[config.mk]
export PLATFORM = sky130hd
export DESIGN_NAME = psr2_and_sched
export DESIGN_NICKNAME = d
export VERILOG_FILES = /design/src/rtl/psr2_and_sched.sv
export SDC_FILE = /design/constraint.sdc
export NUM_CORES = 1
export LEC_CHECK = 0
export CORE_AREA = 2 2 55 57
export DETAILED_ROUTE_END_ITERATION = 10
export DIE_AREA = 0 0 57 59
export PLACE_DENSITY = 0.6
export SYNTH_ARGS = -nofsm -noshare
export SYNTH_HDL_FRONTEND = slang
export SYNTH_SLANG_ARGS = --single-unit
[constraint.sdc]
create_clock -name clk -period 3.4 [get_ports clk]
set_clock_uncertainty 0.1 [all_clocks]
set_input_delay 0.34 -clock clk [delete_from_list [all_inputs] [get_ports clk]]
set_output_delay 0.34 -clock clk [all_outputs]
set_load 0.01 [all_outputs]
[src/rtl/psr2_and_sched.sv]
// Sequencer and round-robin arbiter sharing one psr2_and RSFQ gate among NREQ requesters.
// Optional gate_out-outside-window checker: define PSR2_SCHED_XCHECK_EN.
module psr2_and_sched #(
  parameter int NREQ      = 2,
  parameter int IDW       = 1,
  parameter int SETUP_CYC = 2,
  parameter int LAT_CYC   = 3,
  parameter int WIN_CYC   = 2,
  parameter int HOLD_CYC  = 2
) (
  input  logic            clk,
  input  logic            rst_n,
  input  logic [NREQ-1:0] req_valid,
  input  logic [NREQ-1:0] req_a,
  input  logic [NREQ-1:0] req_b,
  output logic [NREQ-1:0] req_ready,
  output logic            rsp_valid,
  output logic [IDW-1:0]  rsp_id,
  output logic            rsp_data,
  input  logic            rsp_ready,
  output logic            gate_a,
  output logic            gate_b,
  output logic            gate_clk,
  input  logic            gate_out,
  output logic            busy,
  output logic            err
);

  // state | meaning
  // IDLE  | waiting for a request, grant offered combinationally
  // SETUP | data pulse issued, counting down to the gate clock
  // CLKP  | gate_clk pulse cycle
  // WAIT  | gate latency before the capture window
  // CAPT  | OR-ing gate_out into the result
  // RESP  | response presented until rsp_ready
  // HOLD  | recovery interval before the next operation
  typedef enum logic [2:0] {
    S_IDLE, S_SETUP, S_CLKP, S_WAIT, S_CAPT, S_RESP, S_HOLD
  } state_t;

  localparam int CW = 8;
  localparam logic [IDW:0]   NREQ_W  = (IDW+1)'(NREQ);
  localparam logic [IDW-1:0] LAST_ID = IDW'(NREQ-1);

  state_t          state;
  logic [CW-1:0]   cnt;
  logic [IDW-1:0]  ptr;
  logic [IDW-1:0]  id;
  logic            res;

  logic [NREQ-1:0] rot;
  logic [IDW:0]    sum;
  logic [IDW-1:0]  gnt_id;
  logic            gnt_any;
  logic            accept;

  // Rotate so bit 0 is the requester at ptr; the lowest set bit wins.
  always_comb begin
    rot     = NREQ'({req_valid, req_valid} >> ptr);
    gnt_any = 1'b0;
    sum     = '0;
    for (int i = NREQ-1; i >= 0; i--) begin
      if (rot[i]) begin
        gnt_any = 1'b1;
        sum     = {1'b0, ptr} + (IDW+1)'(i);
      end
    end
    if (sum >= NREQ_W) sum = sum - NREQ_W;
    gnt_id    = sum[IDW-1:0];
    req_ready = (state == S_IDLE && gnt_any) ? (NREQ'(1) << gnt_id) : '0;
  end

  assign accept = |(req_valid & req_ready);
  assign busy   = (state != S_IDLE);

  always_ff @(posedge clk) begin
    if (!rst_n) begin
      state     <= S_IDLE;
      cnt       <= '0;
      ptr       <= '0;
      id        <= '0;
      res       <= 1'b0;
      gate_a    <= 1'b0;
      gate_b    <= 1'b0;
      gate_clk  <= 1'b0;
      rsp_valid <= 1'b0;
      rsp_id    <= '0;
      rsp_data  <= 1'b0;
    end else begin
      gate_a   <= 1'b0;
      gate_b   <= 1'b0;
      gate_clk <= 1'b0;
      case (state)
        S_IDLE: begin
          if (accept) begin
            id     <= gnt_id;
            ptr    <= (gnt_id == LAST_ID) ? '0 : gnt_id + 1'b1;
            gate_a <= |(req_a & req_ready);
            gate_b <= |(req_b & req_ready);
            res    <= 1'b0;
            cnt    <= CW'(SETUP_CYC-1);
            state  <= S_SETUP;
          end
        end
        S_SETUP: begin
          if (cnt == '0) begin
            gate_clk <= 1'b1;
            state    <= S_CLKP;
          end else begin
            cnt <= cnt - 1'b1;
          end
        end
        S_CLKP: begin
          if (LAT_CYC == 1) begin
            cnt   <= CW'(WIN_CYC-1);
            state <= S_CAPT;
          end else begin
            cnt   <= CW'(LAT_CYC-2);
            state <= S_WAIT;
          end
        end
        S_WAIT: begin
          if (cnt == '0) begin
            cnt   <= CW'(WIN_CYC-1);
            state <= S_CAPT;
          end else begin
            cnt <= cnt - 1'b1;
          end
        end
        S_CAPT: begin
          res <= res | gate_out;
          if (cnt == '0) begin
            rsp_valid <= 1'b1;
            rsp_id    <= id;
            rsp_data  <= res | gate_out;
            state     <= S_RESP;
          end else begin
            cnt <= cnt - 1'b1;
          end
        end
        S_RESP: begin
          if (rsp_ready) begin
            rsp_valid <= 1'b0;
            if (HOLD_CYC == 0) begin
              state <= S_IDLE;
            end else begin
              cnt   <= CW'(HOLD_CYC-1);
              state <= S_HOLD;
            end
          end
        end
        S_HOLD: begin
          if (cnt == '0) state <= S_IDLE;
          else           cnt   <= cnt - 1'b1;
        end
        default: state <= S_IDLE;
      endcase
    end
  end

`ifdef PSR2_SCHED_XCHECK_EN
  // Any gate_out pulse outside the capture window is a protocol error; sticky until reset.
  always_ff @(posedge clk) begin
    if (!rst_n) begin
      err <= 1'b0;
    end else if (gate_out && state != S_CAPT) begin
      err <= 1'b1;
      $display("%m: gate_out pulse outside capture window at time %0d", $stime);
    end
  end
`else
  assign err = 1'b0;
`endif

endmodule

Word level (Yosys, flattened, before mapping)
Index checks and enable logic that the tools add are counted.

Register bits after elaboration: 20. Bits in latches: 0. Memory bits (writable): 0. ROM bits: 0. Word-level logic and storage cells: 79. Memories kept: 0.

$add $sub $neg: 4. Multiply operators: 0. Div/mod/pow operators: 0. $lt $le $gt $ge: 1. Equality and inequality tests: 13. Shift-type cells: 2. Mux-type cells: 25. Bitwise logic cells: 4. Reductions and logical operators: 19.

Operators by type and width (count): 8-bit one-hot mux with 5 select lines (1); 8-bit 2-to-1 mux (4); 3-bit one-hot mux with 7 select lines (1); 3-bit 2-to-1 mux (6); 2-bit inequality test, second input constant (7); 3-bit == test, second input constant (3); 8-bit zero test (1); 1-bit 2-to-1 mux (8); 2-bit AND reduction (4); 8-bit by 1-bit subtractor with 8-bit output, second input constant (1); 2-bit bitwise AND (3); 3-bit by 2-bit == test with 1-bit output, second input constant (2); 2-bit 2-to-1 mux (3); 3-bit AND reduction (2); 6-bit AND reduction (1); 2-bit OR reduction (3); 5-bit nonzero test (1); 1-bit one-hot mux with 2 select lines (2); 4-bit AND reduction (1); 2-bit nonzero test (2); 4-bit by 1-bit right shift with 2-bit output (1); 3-bit by 1-bit == test with 1-bit output, second input constant (1); 3-bit zero test (1); 3-bit nonzero test (1); other kinds (8) (8).

Depth between registers and ports, before layout
Gate-level depths: netlist of run 1.

Word-level depth: 11. Mapped depth: 7. Gate-level depth less buffers: 7.

Worst setup path before layout of run 1
Ideal clock, no wire load.

Path kind: reg2reg. From: register cnt[2]. To: register cnt[5]. Setup time: 120 ps. Data arrival time: 1612 ps. Slack: 1568 ps. Stages on the path, launching flop included: 7. Period minus slack after synthesis: 1832 ps. Cells stage by stage: dfxtp_1 -> or4_1 -> buf_6 -> a211oi_4 -> nor4_1 -> xnor2_1 -> nor2_1.

Longest elaborated chain between the ends: 3.

Ends and longest elaborated chain: start, declared (line 46) `logic [CW-1:0] cnt;`; start signal, assigned (line 101) `cnt <= CW'(SETUP_CYC-1);`; start signal, assigned (line 110) `cnt <= cnt - 1'b1;`; start signal, assigned (line 115) `cnt <= CW'(WIN_CYC-1);`; 8-bit by 1-bit subtractor with 8-bit output / 8-bit zero test (equally long branches); 8-bit 2-to-1 mux, or another cell as far along (line 106, 132, 153); 8-bit one-hot mux with 5 select lines / 4-bit AND reduction (equally long branches).

Parallel ways exist; a longest one is shown, timed or not. The select of a mux whose other input is x is not followed. A chain may end at the register's enable or synchronous reset.

Worst setup path in the final report of run 1
From: register state[0]. To: output req_ready[1].

Longest elaborated chain between the ends: 3.

Ends and longest elaborated chain: start, declared (line 45) `state_t state;`; start signal, assigned (line 78) `state <= S_IDLE;`; start signal, assigned (line 102) `state <= S_SETUP;`; start signal, assigned (line 108) `state <= S_CLKP;`; 3-bit zero test (line 70) `req_ready = (state == S_IDLE && gnt_any) ? (NREQ'(1) << gnt_id) : '0;`; 1-bit logical AND (line 70); 2-bit 2-to-1 mux (line 70); end, declared (line 16) `output logic [NREQ-1:0] req_ready,`.

Every way passes these cells.

==> metrics.yaml, run 1 <==
crit_path_end_kind: "primary output"
grt_pass1_wl_um: 3800
synth_top_area_cell: "dfxtp_1"
die-area_sq_um: 3360
grt_use_met1: 0.174
swShare: 0.409
whs_ps: 362
worstPathRequired_ps: 2960
grtUsageTotal: 0.141
slew_headroom: 0.653
via_per_inst: 5.38
finalCoreUtilization: 0.475
crit_buf_inv: 2
cp_top_family: "buffers and inverters"
criticalPathCategory: "reg -> out"
worst-path-stages: 4
core_area_sq_um: 2710
largest_reg_flops: 8
switchingPower_mw: 0.402
wl_per_cell_um: 12.0
vdd_drop_max_v: 0.000400
critPathArrivalTime_ps: 2150
r2r_end: "cnt[6]"
antenna_found_initial: 0
cts_resized: 0
yosysSeqAreaShare: 0.371
cts_tree: "done"
synth-main-ff-cell: "dfxtp_1"
power_mw: 0.984
io_pins: 20
fin_crit_ps: 2590
drive_above_1_share: 0.0690
gp_congestion: 0.762
met2_usage: 0.250
setup_violations: 0
clock_latency_ps: 290
postCtsHoldBufs: 0
cts.reportedPaths.clkPinSlew_ps: 110
worst_slack_ps: 810
cts-buffers-inserted: 3
grt_max_degree: 18
clk_path_buf_depth: 2
synth_cell_types: 41
clock-root-buffer: "clkbuf_4"
critical_path_peak_fanout: 16
htreeDepth: 1
syn_avg_cell_area_sq_um: 8.30
timing.fmax_mhz: 386
largestRegisters: "cnt: 8 flops, state: 3 flops"
drc: 0
fin_nets: 159
area_growth_syn_to_layout_pct: 19.3
r2r_cells: 5
r2r_start: "state[0]"
synth-edff-count: 0
r2r_slack_ps: 1310
die_w_um: 57
drt-initial-drc-count: 5
crit_chain: "nor3_1 > inv_1 > nor2_1 > clkdlybuf4s50_1"
p_int_mw: 0.581
hold_violations: 0
synth.cell_area_sq_um: 1080
wl_um: 2110
dp.cells: 173
gr-usage-met3: 0.0284
endpoint: "req_ready[1]"
fin_crit_sh: 0.762
cpMaxStageDelayCell: "clkdlybuf4s50_1"
vias: 947
busiest_layer: "met2"
pre_cts_slack_ps: 892
place_area_sq_um: 1260
synth_seq_cells: 20
fin_area_sq_um: 1290
async_flop_share: 0
comb_power_share: 0.542
cp-start-kind: "flip-flop"
p_leak_nw: 0.457
grt_pass1_vias: 877
grt_overflow: 0
antenna_cells: 0
start_util: 0.398
ant_nets: 0
drv_slew: 0
synth_top_area_frac: 0.371
critPathLaunch: "state[0]"
yosys_warnings: 0
p_per_area_nw_per_um2: 765
fin_cells: 176
rows: 19
rsz0062_at_grt: "false"
synth_nets: 142
hold_path.class: "reg -> reg"
worst_pin_slew_ps: 515
setup-tns-final_ps: 0
dr.pass1.iters: 4
synth_area_leaders: "dfxtp_1, nor2_1, xnor2_1"
syn_inst: 130
dp_hpwl_um: 1600
crit_path_max_incr_delay_ps: 560
seqPwrFrac: 0.348
fp.dieH_um: 59
p_clk_frac: 0.110
post-cts-setup-buffer-count: 0
regMostFlops: "cnt"
status: "finished, final reports clean"
cts_sinks: 20
maxCapViolCount: 0
port_buffers: 18
==> cells in the mapped netlist, types with 2 or more instances <==
library cell,n
nor4_1,4
nor2b_1,5
nand2_1,10
o221ai_1,2
a21boi_1,3
dfxtp_1,20
mux2i_1,2
nand2b_1,3
o21ai_0,5
a21oi_1,4
ha_1,2
or4_1,2
clkbuf_1,4
inv_1,4
nand3_1,2
or3b_2,2
nor3_1,6
xnor2_1,7
nor2_1,21
==> layout by cell type (no fill, tap or decap), types with 3 or more instances in the layout <==
cell type        synthesis  final
nor2b_1                  5      5
clkbuf_4                 0      3
clkdlybuf4s50_1          0     18
xnor2_1                  7      7
dfxtp_1                 20     20
nor4_1                   4      4
nor3_1                   6      6
a21boi_1                 3      3
o21ai_0                  5      5
nor2_1                  21     21
a21oi_1                  4      4
nand2b_1                 3      3
nand2_1                 10     10
inv_1                    4      4
==> power groups by stage <==
| stage | Clock, mW | Combinational, mW | Sequential, mW |
|---|---|---|---|
| after global routing | 0.133 | 0.600 | 0.351 |
| final | 0.109 | 0.533 | 0.342 |
| after global placement | 0 | 0.532 | 0.344 |
| after floorplan | 0 | 0.445 | 0.323 |
| after detailed placement | 0 | 0.538 | 0.347 |
| after CTS | 0.115 | 0.541 | 0.342 |
==> per-layer routing <==
layer  up-vias  wire length [um]
met3         4                85
met4         0                27
li1        483                 -
met2        21               999
met5         -                 0
met1       439              1000
==> final cells by class <==
| class | count | area, sq um |
|---|---|---|
| repair buffers | 18 | 180 |
| multi-input cells | 100 | 629 |
| clock buffers | 3 | 22.5 |
| inverters | 4 | 15.0 |
| fillers | 281 | 1420 |
| well taps | 31 | 38.8 |
| flip-flops and latches | 20 | 400 |
==> logic make-up (layout without fill, tap and decap cells) <==
family,count (synthesis),count (layout),synth area share
and+or+nand+nor,64,64,0.314
AOI/OAI and AO/OA,23,23,0.158
DFF,20,20,0.371
buffers and inverters,10,25,0.0452
xor gates and xnor gates,7,7,0.0568
adders and majority gates,3,3,0.0325
muxes,2,2,0.0186
other,1,1,0.00348
==> worst min-delay path: stages (launching register included) <==
cell and delay [ps]:
dfxtp_1 330, nand2_1 50, a21boi_1 50
==> worst min path at each step <==
stage	startpoint	end	depth (start not counted)
floorplan	id	rsp_id	2
global placement	rsp_id	rsp_id	2
detailed placement	rsp_id	rsp_id	2
CTS	rsp_id	rsp_id	2
global route	rsp_id	rsp_id	2
finish	rsp_id	rsp_id	2
No activity file was read; power rests on OpenSTA's default activity.
==> inputs of run 2 (changes only) <==
- PLACE_DENSITY: 0.6 -> 0.62
- clock period: 3.4 -> 2.35 ns (I/O delays scaled with it)
==> run 2 against run 1 <==
Sequential cell count is the same; largest power group unchanged; register-to-register slack worse by 1000 ps; hold slack improved by 11 ps; final cell count increased by 3.4%; power up 55%; critical path type unchanged; highest routed layer unchanged; design area up 5.0%; sequential share of layout area down 1.4 points.
==> metrics.yaml, run 2 (synthesis results as in run 1) <==
most-common-layout-cells: "nor2_1, dfxtp_1, clkdlybuf4s50_1"
wl_um: 2300
p_per_area_nw_per_um2: 1130
drv_slew: 0
start_util: 0.398
cp-start-kind: "flip-flop"
drc: 0
cp_top_family: "buffers and inverters"
clock_latency_ps: 310
grtUsageTotal: 0.150
grt_max_degree: 13
fp.dieH_um: 59
crit_path_end_kind: "primary output"
vias: 993
antenna_found_initial: 0
fin_crit_ps: 2170
largest_reg_flops: 8
worstPathRequired_ps: 2020
fin_crit_sh: 0.922
status: "finished, final reports clean"
cts_sinks: 20
wl_per_cell_um: 12.6
setup-tns-final_ps: 0
gp_congestion: 0.869
io_pins: 20
drt-initial-drc-count: 33
cpMaxStageDelayCell: "clkdlybuf4s50_1"
cts.reportedPaths.clkPinSlew_ps: 120
clock-root-buffer: "clkbuf_4"
vdd_drop_max_v: 0.000587
crit_chain: "nor3_4 > inv_1 > nor2_1 > clkdlybuf4s50_1"
final_common_cell: "nor2_1"
dp.cells: 178
fin_area_sq_um: 1350
cts-buffers-inserted: 3
largestRegisters: "cnt: 8 flops, state: 3 flops"
antenna_cells: 0
crit_path_max_incr_delay_ps: 570
hold_violations: 0
fin_nets: 164
p_leak_nw: 0.493
ant_nets: 0
htreeDepth: 1
fin_cells: 182
cts_tree: "done"
maxCapViolCount: 0
port_buffers: 18
place_area_sq_um: 1300
post-cts-setup-buffer-count: 0
regMostFlops: "cnt"
critical_path_peak_fanout: 9
core_area_sq_um: 2710
via_per_inst: 5.46
crit_buf_inv: 2
grt_pass1_wl_um: 3980
die_w_um: 57
area_growth_syn_to_layout_pct: 25.2
rows: 19
hold_path.class: "reg -> reg"
timing.fmax_mhz: 462
setup_violations: 0
whs_ps: 373
die-area_sq_um: 3360
clk_path_buf_depth: 2
finalCoreUtilization: 0.498
critPathArrivalTime_ps: 1830
dr.pass1.iters: 4
grt_overflow: 0
grt_pass1_vias: 915
criticalPathCategory: "reg -> out"
drive_above_1_share: 0.119
rsz0062_at_grt: "false"
dp_hpwl_um: 1710
## run 2: metrics by stage
stage | power [mW] | setup slack [ps]
floorplan | 1.11 | 518
global placement | 1.29 | 292
detailed placement | 1.31 | 245
CTS | 1.52 | 54.1
global route | 1.66 | 55.5
finish | 1.52 | 184
## run 2: tightest hold or removal path, delay by kind of cell (launching register included)
family          cells  cell delay [ps]
compound gates      1               50
flops               1              330
simple gates        1               50
## run 2: layout make-up
class,count,area [sq um]
Clock buffer,4,36.3
Fill cell,282,1360
Inverter,4,15.0
Multi-Input combinational cell,100,641
Sequential cell,20,402
Tap cell,31,38.8
Timing Repair Buffer,23,218
## run 2: path summary, 6_finish.rpt
check | from | to | slack (ps) | cells past startpoint
hold reg to reg | rsp_id | rsp_id | 370 | 2
hold / removal | rsp_id | rsp_id | 370 | 2
setup reg to reg | cnt[2] | cnt[3] | 310 | 5
setup / recovery | state[0] | req_ready[1] | 180 | 4
## run 2: repair_timing
item | 4_1_cts | 5_1_grt
endpoints found under the setup margin | 1 | 1
resized for setup | 1 | 2
hold buffers | 0 | 0
## run 2: layer usage
metal  GRT usage  share of wire
met5           0              0
met4      0.0598          0.013
met3      0.0328          0.048
met2       0.250           0.47
met1       0.190           0.47
## run 2: report_power, final
| part | switching, mW | leakage, nW | internal (mW) | total (mW) |
|---|---|---|---|---|
| logic | 0.439 | 0.309 | 0.396 | 0.835 |
| registers | 0.0655 | 0.164 | 0.415 | 0.481 |
| clock network | 0.111 | 0.0210 | 0.0946 | 0.206 |
| total | 0.615 | 0.493 | 0.906 | 1.52 |
==> inputs of run 3 (changes only) <==
- TNS_END_PERCENT: not set -> 30
==> results of run 3 <==
The final DEF is identical to that of run 2; final timing and power are the same.
